$ cat src/rtl/ddr_arbiter.sv
// ddr_arbiter: shares the ddr_ctrl CPU port between icache and dcache.
// Each block moves as two half-block beats, low half then high half.
module ddr_arbiter #(
  parameter int ADDR_W  = 30,
  parameter int BLOCK_W = 256,
  parameter int RR_EN   = 1,
  parameter int TMO_CYC = 4096
) (
  input  logic               clk,
  input  logic               rst,
  input  logic               i_en,
  input  logic [ADDR_W-1:0]  i_addr,
  output logic               i_rdy,
  output logic [BLOCK_W-1:0] i_block,
  input  logic               d_en,
  input  logic               d_write,
  input  logic [ADDR_W-1:0]  d_addr,
  input  logic [BLOCK_W-1:0] d_wdata,
  output logic               d_rdy,
  output logic [BLOCK_W-1:0] d_block,
  output logic               ram_en,
  output logic               ram_write,
  output logic [ADDR_W-1:0]  ram_addr,
  output logic [BLOCK_W-1:0] ram_wdata,
  input  logic               ram_rdy,
  input  logic [BLOCK_W-1:0] ram_block,
  output logic [1:0]         gnt,
  output logic               tmo_err
);

  localparam int AW = ADDR_W - 3;
  localparam int CW = $clog2(TMO_CYC + 1);
  localparam logic [CW-1:0] TMO_LAST = CW'(TMO_CYC - 1);
  localparam logic [CW-1:0] TMO_MAX  = CW'(TMO_CYC);

  typedef enum logic [1:0] {
    IDLE,
    B0,
    B1,
    RESP
  } state_t;

  state_t state, state_d;

  logic               own_q, own_d;
  logic               wr_q, wr_d;
  logic [AW-1:0]      addr_q, addr_d;
  logic [BLOCK_W-1:0] wdata_q, wdata_d;
  logic               last_q, last_d;
  logic               first_q, first_d;
  logic [CW-1:0]      cnt_q, cnt_d;
  logic               tmo_d;
  logic [BLOCK_W-1:0] iblk_d, dblk_d;
  logic               ram_en_d, ram_write_d;
  logic [ADDR_W-1:0]  ram_addr_d;
  logic [1:0]         gnt_d;
  logic               i_rdy_d, d_rdy_d;
  logic               act_d, waiting;
  logic               pick_d, adv;

  logic unused;
  assign unused = ^{i_addr[2:0], d_addr[2:0]};

  // dcache wins unless icache also asks and dcache had the last grant
  assign pick_d = d_en & (~i_en | (RR_EN == 0) | ~last_q);
  assign adv    = ~first_q & ram_rdy;

  // next state, latched request and next registered outputs
  always_comb begin
    state_d = state;
    own_d   = own_q;
    wr_d    = wr_q;
    addr_d  = addr_q;
    wdata_d = wdata_q;
    last_d  = last_q;
    first_d = 1'b0;
    cnt_d   = cnt_q;
    tmo_d   = tmo_err;
    iblk_d  = i_block;
    dblk_d  = d_block;
    waiting = 1'b0;
    unique case (state)
      IDLE: begin
        if (i_en | d_en) begin
          state_d = B0;
          own_d   = pick_d;
          wr_d    = pick_d & d_write;
          addr_d  = pick_d ? d_addr[ADDR_W-1:3]
                           : i_addr[ADDR_W-1:3];
          wdata_d = pick_d ? d_wdata : '0;
          first_d = 1'b1;
          cnt_d   = '0;
        end
      end
      B0: begin
        if (adv) begin
          state_d = B1;
          first_d = 1'b1;
          cnt_d   = '0;
        end else begin
          waiting = 1'b1;
        end
      end
      B1: begin
        if (adv) begin
          state_d = RESP;
          if (!wr_q) begin
            if (own_q) dblk_d = ram_block;
            else       iblk_d = ram_block;
          end
        end else begin
          waiting = 1'b1;
        end
      end
      RESP: begin
        state_d = IDLE;
        last_d  = own_q;
      end
      default: state_d = IDLE;
    endcase
    if (waiting) begin
      if (cnt_q != TMO_MAX) cnt_d = cnt_q + 1'b1;
      if (cnt_q == TMO_LAST) tmo_d = 1'b1;
    end
    act_d       = (state_d == B0) | (state_d == B1);
    ram_en_d    = act_d;
    ram_write_d = act_d & wr_d;
    ram_addr_d  = act_d ? {addr_d, state_d == B1, 2'b00} : '0;
    gnt_d       = act_d ? (own_d ? 2'b10 : 2'b01) : 2'b00;
    i_rdy_d     = (state_d == RESP) & ~own_d;
    d_rdy_d     = (state_d == RESP) & own_d;
  end

  // state, request latches and all outputs
  always_ff @(posedge clk or negedge rst) begin
    if (!rst) begin
      state     <= IDLE;
      own_q     <= 1'b0;
      wr_q      <= 1'b0;
      addr_q    <= '0;
      wdata_q   <= '0;
      last_q    <= 1'b0;
      first_q   <= 1'b0;
      cnt_q     <= '0;
      tmo_err   <= 1'b0;
      i_block   <= '0;
      d_block   <= '0;
      ram_en    <= 1'b0;
      ram_write <= 1'b0;
      ram_addr  <= '0;
      gnt       <= 2'b00;
      i_rdy     <= 1'b0;
      d_rdy     <= 1'b0;
    end else begin
      state     <= state_d;
      own_q     <= own_d;
      wr_q      <= wr_d;
      addr_q    <= addr_d;
      wdata_q   <= wdata_d;
      last_q    <= last_d;
      first_q   <= first_d;
      cnt_q     <= cnt_d;
      tmo_err   <= tmo_d;
      i_block   <= iblk_d;
      d_block   <= dblk_d;
      ram_en    <= ram_en_d;
      ram_write <= ram_write_d;
      ram_addr  <= ram_addr_d;
      gnt       <= gnt_d;
      i_rdy     <= i_rdy_d;
      d_rdy     <= d_rdy_d;
    end
  end

  assign ram_wdata = wdata_q;

endmodule

$ cat config.mk
export PLATFORM = sky130hd
export DESIGN_NAME = ddr_arbiter
export DESIGN_NICKNAME = d
export VERILOG_FILES = /design/src/rtl/ddr_arbiter.sv
export SDC_FILE = /design/constraint.sdc
export NUM_CORES = 1
export LEC_CHECK = 0
export ABC_AREA = 0
export BUFFER_PORTS_ARGS = -buffer_cell sky130_fd_sc_hd__buf_2
export CORE_AREA = 4 4 530 532
export DETAILED_ROUTE_END_ITERATION = 7
export DIE_AREA = 0 0 534 536
export PLACE_DENSITY = 0.39
export SLEW_MARGIN = 40
export SYNTH_ARGS = -nofsm -noshare
export SYNTH_HDL_FRONTEND = slang
export SYNTH_SLANG_ARGS = --single-unit
$ cat constraint.sdc
create_clock -name clk -period 2.69 [get_ports clk]
set_input_delay 0.4035 -clock clk [delete_from_list [all_inputs] [get_ports clk]]
set_output_delay 0.4035 -clock clk [all_outputs]
set_load 0.01 [all_outputs]
Word level (Yosys, flattened, before mapping):

Cells that the tools add are included.
Widths: inputs -> output; s select.

* $add $sub $neg: 1
* reduce and logical (&&, ||, !) cells: 6
* bitwise operators: 15
* equality and inequality tests: 8
* mux-type cells: 25

Operator list (count)
* $mux 256: 1
* $mux 27: 3
* $mux 13: 4
* $mux 30: 1
* $pmux 13 s2: 1
* $add 13x1->13 const B: 1
* $eq 13x12->1 const B: 1
* $ne 13x13->1 const B: 1
* $mux 2: 5
* $eq 2x2->1 const B: 4
* $mux 1: 8
* $pmux 2 s4: 1
* $reduce_and 4->1: 2
* $and 1x1->1: 6
* $not 1->1: 6
* $eq 2x1->1 const B: 2
* $reduce_and 2->1: 2
* $or 1x1->1: 3
* $logic_not 2->1: 1
* $pmux 1 s2: 1
* $reduce_or 2->1: 1

* logic and storage cells: 72
* register bits after elaboration: 851
* input port bits: 578

Depth between registers and ports, before layout:

Gate-level depths: netlist of run 1.

* depth in word-level cells: 7
* gate-level depth with buffers: 10

Worst setup path before layout of run 1:

Ideal clock, no wire load.

* path type: register -> register
* from: reg state[0]
* to: reg gnt[1]
* arrival: 1.925 ns
* setup time: 0.130 ns
* period minus slack after synthesis: 2.055 ns
* stages on the path, launching flop included: 10
* slack: 0.635 ns
* cells stage by stage: dfrtp_1 > inv_1 > ha_1 > clkbuf_1 > nor3b_1 > nor2_1 > o32a_1 > ha_1 > clkbuf_1 > nor2b_1

* word-level cells in the longest chain between the ends: 5
* elaborated cells between the ends (all ways): 14
* those cells by class: 5 x eq/ne; 7 x mux; 1 x bitwise; 1 x reduce/logical

Ends and longest elaborated chain
* start, declared: RTL line 43 `state_t state, state_d;`
* start signal, assigned: RTL line 155 `state <= state_d;`
* $eq 2x2->1 (tied with other cells): RTL line 82 `unique case (state)`
* $pmux 2 s4 *: RTL line 82
* net state_d[0]: RTL line 43
* $eq 2x1->1 or $eq 2x2->1 (tied branches): RTL line 125 `act_d = (state_d == B0) | (state_d == B1);`
* $or 1x1->1 *: RTL line 125
* net act_d: RTL line 58 `logic act_d, waiting;`
* $mux 2 *: RTL line 129 `gnt_d = act_d ? (own_d ? 2'b10 : 2'b01) : 2'b00;`
* net gnt_d[1]: RTL line 56 `logic [1:0] gnt_d;`
* end signal, assigned: RTL line 169 `gnt <= gnt_d;`
* end, declared: RTL line 27 `output logic [1:0] gnt,`

Mark *: on every way through the listed nets, which the timed path passes. The rest lies on a longest branch.
A chain may end at the register's enable or synchronous reset.

Final worst setup path of run 1:

* from: reg state[1]
* to: reg ram_addr[28]

* word-level cells in the longest chain between the ends: 5
* elaborated cells between the ends (all ways): 13
* those cells by class: 5 x eq/ne; 6 x mux; 1 x bitwise; 1 x reduce/logical

Ends and longest elaborated chain
* $eq 2x2->1 (tied with other cells): RTL line 82
* $pmux 2 s4 *: RTL line 82
* net state_d[0]: RTL line 43
* $eq 2x1->1 or $eq 2x2->1 (tied branches): RTL line 125
* $or 1x1->1 *: RTL line 125
* net act_d: RTL line 58
* $mux 30 *: RTL line 128 `ram_addr_d = act_d ? {addr_d, state_d == B1, 2'b00} : '0;`
* net ram_addr_d[28]: RTL line 55 `logic [ADDR_W-1:0] ram_addr_d;`
* end signal, assigned: RTL line 168 `ram_addr <= ram_addr_d;`
* end, declared: RTL line 23 `output logic [ADDR_W-1:0] ram_addr,`

Marks and branches as above.

==> out/qor.yml, run 1 <==
worstMarginPinSlew_ns: 0.756
ir_worst_vdd_mv: 0.589
final_area_sq_um: 52500
status: "complete, no violations"
power_mw: 55.5
fin_ws_ns: 0.229
ys_types: 46
wl_mm: 174
yosys_register_bits: 849
grt_max_degree: 88
vias: 25600
finClkSkew_ns: 0.0586
root_buffer: "clkbuf_16"
cp_slowest_cell: "dfrtp_1"
tns_ns: 0
core_area_sq_um: 276000
fill_cells: 30300
drt-initial-drc-count: 966
rr_worst_depth: 8
worstPathCellList: "inv_1 > ha_1 > nor3b_1 > nor2_1 > o32a_1 > ha_1 > buf_4 > and2_1"
postSynthAreaPerCell_sq_um: 15.9
initial_core_util_pct: 11.3
synth.area.top_cells: "dfrtp_1, mux2_2, a22o_1"
yosysWarnings: 0
antenna_found_initial: 142
cts_made_buffers: 103
syn_area_sq_um: 31300
fmax_mhz: 406
htreeDepth: 3
hpwl_mm: 145
drive_gt1_share_pct: 53.4
die_w_um: 534
multiInputGateArea_sq_um: 9460
yosysTopAreaCell: "dfrtp_1"
async_flop_share_pct: 100
rows: 193
fin_crit_sh_pct: 91.5
top_usage_layer: "met2"
worstPathArrival_ns: 3.12
r2r_slack_ns: 0.23
post-place-ws_ns: 0.271
clkSlewWorstSetupHoldPaths_ns: 0.06
wl_per_cell_um: 22.4
critPathMaxFanout: 31
use_met2_pct: 22.6
post_cts_buffers: 0
io_buffers: 1374
holdPathStages: 2
min-delay-start: "ram_block[85]"
rsz0062_at_grt: "no"
slew_violations: 0
setup_viol: 0
regArea_sq_um: 21200
cpPeakStageDelay_ns: 0.40
hold_end: "d_block[85]$_DFFE_PN0P_"
cts_hold_buffers: 549
path_common_cell: "ha_1"
timing.hold.ws_ns: 0.0741
synth_seq_area_share_pct: 68.0
overflow: 0
syn2layout_area_growth_pct: 67.9
antenna_left: 0
hold_violations: 0
cp.required_ns: 3.35
grt_use_met1_pct: 11.5
fp.dieH_um: 536
max_cap_viol_count: 0
ios: 1383
drc_errors: 0
relSlewSlack_pct: 49.4
grt_pass1_vias: 27200
r2r-end: "ram_addr[28]$_DFF_PN0_"
syn-instance-count: 1961
synth_top_cell_area_share_pct: 68.0
start_kind: "flop"
power.leakage_nw: 25.4
clkSinkCount: 849
track_usage_pct: 11.7
placed_area_sq_um: 43300
viasPerCell: 3.29
cts_resized: 0
drt_first_pass_iters: 5
cts_tree: "yes"
cp-end-kind: "flop"
fin_crit_ns: 2.46
worstSetupPathType: "reg2reg"
rr_startpoint: "state[1]$_DFF_PN0_"
nets: 4533
synth-edff-count: 0
clk_path_buf_depth: 3
insertion_delay_ns: 0.73
met3_usage_pct: 3.64
hold_class: "in2reg"
die_area_sq_um: 286000
grt_pass1_wl_mm: 234
globalplace.congestion: 0.879
power.density_nw_per_um2: 1060
ys.flop_type: "dfrtp_1"
## through the flow
| step | std cells | util [%] |
|---|---|---|
| 6_report | 7788 | 19.0 |
| 5_1_grt | 7770 | 19.0 |
| 3_5_place_dp | 6998 | 15.7 |
| 2_1_floorplan | 1962 | - |
| 3_3_place_gp | 6998 | 15.7 |
| 4_1_cts | 7735 | 19.0 |
## flip-flops by register name, summed over array words and instances, names as in the netlist
register / cells
addr_q: 27
cnt_q: 13
d_block: 256
d_rdy: 1
first_q: 1
gnt: 2
i_block: 256
i_rdy: 1
last_q: 1
own_q: 1
ram_addr: 28
ram_en: 1
ram_wdata: 256
ram_write: 1
state: 2
tmo_err: 1
wr_q: 1
## worst max-delay path, delay by kind of cell, from the launching register on
family / cells / cell delay, ns
simple gates: 3 / 0.64
fa+ha+maj: 2 / 0.65
buf+inv: 2 / 0.44
compound gates: 1 / 0.21
flops: 1 / 0.40
## logic make-up after synthesis
group	count (synthesis)	share of synthesized area [%]
other	1	0.0120
xor gates and xnor gates	1	0.0280
adders and majority gates	8	0.320
muxes	542	19.4
DFF	849	68.0
and+or+nand+nor	116	2.08
buffers and inverters	137	1.92
AOI/OAI and AO/OA	307	8.28
## synth_stat cells (2+ instances only)
library cell / instances
o21ai_0: 29
buf_2: 51
and2_1: 33
nor3b_1: 3
and3_1: 6
nand3_1: 4
dfrtp_1: 849
buf_4: 2
a211o_1: 8
nand4_1: 6
nor2_1: 4
nand2_1: 36
mux2_2: 513
ha_1: 8
and3_2: 2
a21oi_1: 4
clkbuf_1: 71
buf_1: 6
mux2i_1: 29
a22o_1: 258
inv_1: 5
nor2b_1: 3
buf_6: 2
nor3_1: 7
## where the power goes
part | leakage, nW | total (mW) | internal (mW) | switching, mW
registers | 10.8 | 20.8 | 18.0 | 2.84
logic | 12.9 | 20.1 | 9.11 | 11.0
clock network | 1.74 | 14.5 | 8.57 | 5.94
## final cells by class
| type | instances | area share, % |
|---|---|---|
| tap | 3705 | 8.83 |
| sequential | 849 | 40.5 |
| clock buffer | 151 | 5.73 |
| inverter | 5 | 0.0358 |
| timing repair buffer | 2012 | 25.6 |
| clock inverter | 37 | 1.03 |
| antenna | 53 | 0.253 |
| multi-input combinational | 976 | 18.0 |
## metal layers
layer	vias up	share of wire, %
met1	12700	34
met5	-	0.18
met3	380	7.4
met4	50	4.7
met2	1190	54
li1	11300	-
## worst max-delay path by stage
| stage | startpoint | end | slack [ns] | depth (start not counted) |
|---|---|---|---|---|
| floorplan | state[0]$_DFF_PN0_ | gnt[1]$_DFF_PN0_ | 0.64 | 9 |
| global placement | state[1]$_DFF_PN0_ | ram_addr[26]$_DFF_PN0_ | 0.29 | 8 |
| detailed placement | state[1]$_DFF_PN0_ | ram_addr[23]$_DFF_PN0_ | 0.27 | 8 |
| CTS | state[1]$_DFF_PN0_ | ram_addr[24]$_DFF_PN0_ | 0.21 | 8 |
| global route | state[0]$_DFF_PN0_ | ram_addr[26]$_DFF_PN0_ | 0.08 | 8 |
| finish | state[1]$_DFF_PN0_ | ram_addr[28]$_DFF_PN0_ | 0.23 | 8 |
## cell usage in the layout, fill, tap and decap left out, types with 25 or more instances in the layout
cell type,n
a22o_1,258
mux2_2,513
and2_1,32
diode_2,53
clkbuf_16,103
nand2_1,36
clkbuf_8,25
mux2i_1,29
dlygate4sd3_1,549
dfrtp_1,849
buf_2,1373
o21ai_0,29
buf_4,57
buf_12,32
Note: power is estimated with default switching activity, not from simulation.
==> run 2: changes to the inputs <==
- BUFFER_PORTS_ARGS: -buffer_cell sky130_fd_sc_hd__buf_2 -> unset
- CORE_AREA: 4 4 530 532 -> 4 4 543 545
- DIE_AREA: 0 0 534 536 -> 0 0 547 549
- DONT_BUFFER_PORTS: unset -> 1
- PLACE_DENSITY: 0.39 -> 0.34
==> run 2 against run 1 <==
Die area grew 4.9%. Largest power group unchanged. Register-to-register slack got worse by 0.05 ns. Global-route usage down 0.90 points. Setup slack got worse by 0.053 ns. Count of clock-buffer cells in the layout fell by 3. The run now ends with negative hold slack left. Sequential share of layout area rose by 5.8 points. Via count down 19%. First-iteration DRC count grew 23%. Hold slack lost 0.75 ns. Total power is 8.2% lower. Critical path depth decreased by 1.
==> out/qor.yml, run 2 (synthesis results as in run 1) <==
status: "complete, but fails checks"
violations: "negative hold slack"
pwr-share-comb_pct: 19.5
drt-initial-drc-count: 1190
pwr-share-seq_pct: 51.6
clkSinkCount: 849
postLayoutCoreUtil_pct: 15.8
use_met2_pct: 21.0
overflow: 0
cp-end-kind: "flop"
antenna_found_initial: 169
cts_made_buffers: 107
start_kind: "flop"
antenna_left: 0
worstPathCellList: "a21boi_4 > buf_6 > buf_4 > mux2i_1 > dlygate4sd3_1 > o21ai_0 > and2_1"
drive_gt1_share_pct: 29.0
insertion_delay_ns: 0.83
drt_first_pass_iters: 5
wl_mm: 170
viasPerCell: 3.15
grt_max_degree: 150
fin_crit_ns: 2.51
ir_worst_vdd_mv: 0.556
rows: 198
htreeDepth: 3
die_w_um: 547
clkSlewWorstSetupHoldPaths_ns: 0.06
final_cell_mix: "dfrtp_1, dlygate4sd3_1, mux2_2, a22o_1, clkbuf_16"
initial_core_util_pct: 10.8
core_area_sq_um: 290000
grt_use_met1_pct: 10.1
wl_per_cell_um: 25.8
relSlewSlack_pct: 50.8
grt_pass1_vias: 21700
fin_crit_sh_pct: 93.5
power_mw: 50.9
grt_pass1_wl_mm: 221
rsz0062_at_grt: "no"
clk_path_buf_depth: 4
hold_violations: 147
p_switching_mw: 18.5
nets: 3169
cp.required_ns: 3.41
met3_usage_pct: 4.43
final_common_cell: "dfrtp_1"
globalplace.congestion: 0.823
tns_ns: 0
swShare_pct: 36.4
io_buffers: 0
setup_viol: 0
placed_area_sq_um: 36500
power.density_nw_per_um2: 1110
drc_errors: 0
fp.dieH_um: 549
track_usage_pct: 10.8
worstSetupPathType: "reg2reg"
slew_violations: 0
max_cap_viol_count: 0
root_buffer: "clkbuf_16"
cpPeakStageDelay_ns: 0.58
top_usage_layer: "met2"
hold_class: "in2async"
pwr-share-clk_pct: 28.9
cp_slowest_cell: "dlygate4sd3_1"
worstMarginPinSlew_ns: 0.739
p_int_mw: 32.4
critPathMaxFanout: 17
ios: 1383
power.leakage_nw: 19.5
cts_hold_buffers: 572
worstPathArrival_ns: 3.24
syn2layout_area_growth_pct: 46.9
hpwl_mm: 140
timing.hold.ws_ns: -0.678
post_cts_buffers: 0
die_area_sq_um: 300000
final_area_sq_um: 45900
fmax_mhz: 398
vias: 20800
finClkSkew_ns: 0.0829
cts_tree: "yes"
[run 2: cell count changes in the layout (fill, tap and decap cells not counted), sizes merged]
cell and delta:
diode -17, clkbuf -3, clkinvlp +2, bufinv +1
inv -1, and2 +1, dlygate4sd3 +21, buf -1390
clkinv +1
[run 2: worst paths after layout]
kind	from	endpoint	slack [ns]	depth (start not counted)
max	last_q$_DFFE_PN0N_	ram_addr[6]$_DFF_PN0_	0.18	7
min	rst	i_block[171]$_DFFE_PN0P_	-0.68	0
max reg2reg	last_q$_DFFE_PN0N_	ram_addr[6]$_DFF_PN0_	0.18	7
min reg2reg	addr_q[21]$_DFF_PN0_	addr_q[21]$_DFF_PN0_	0.48	2
max in group asynchronous	rst	ram_wdata[39]$_DFFE_PN0P_	0.40	5
min in group clk	i_addr[13]	addr_q[10]$_DFF_PN0_	0.11	3
[run 2: final cells by class]
| type | instances | area (sq um) |
|---|---|---|
| diodes | 36 | 90.1 |
| clock inverters | 40 | 500 |
| clock buffers | 148 | 3090 |
| multi-input cells | 977 | 9480 |
| flip-flops and latches | 849 | 21200 |
| well taps | 3900 | 4880 |
| inverters | 5 | 18.8 |
| fillers | 31800 | 244000 |
| repair buffers | 643 | 6640 |
[run 2: timing repair]
item,in CTS,in global routing
setup endpoints to repair,0,1
gates resized for setup,0,3
hold endpoints to repair,1186,147
[run 2: layer usage]
metal / share of wire, % / up-vias
met5: 0.39 / -
met3: 9.2 / 462
met4: 3.7 / 104
met2: 55 / 1244
li1: - / 8490
met1: 32 / 10500
[run 2: critical path: cells and delay by family (launching register included)]
| family | cells | cell delay, ns |
|---|---|---|
| multiplexers | 1 | 0.23 |
| AO/OA/AOI/OAI | 2 | 0.41 |
| AND/OR/NAND/NOR | 1 | 0.17 |
| flip-flops | 1 | 0.41 |
| buffers and inverters | 3 | 1.19 |
[run 2: power groups by stage]
stage / combinational [mW] / clock [mW] / sequential [mW]
6_report: 9.95 / 14.7 / 26.3
4_1_cts: 10.1 / 15.4 / 26.7
5_1_grt: 11.0 / 15.8 / 26.9
3_3_place_gp: 8.66 / 0 / 27.0
2_1_floorplan: 7.02 / 0 / 22.9
3_5_place_dp: 9.03 / 0 / 26.8
[run 2: through the flow]
stage | instances | hold slack, ns | setup slack (ns)
finish | 6598 | -0.678 | 0.176
global route | 6592 | -0.771 | 0.00654
CTS | 6561 | -0.792 | 0.0163
detailed placement | 5801 | 0.113 | 0.256
global placement | 5795 | 0.113 | 0.253
floorplan | 1962 | 0.108 | 0.635
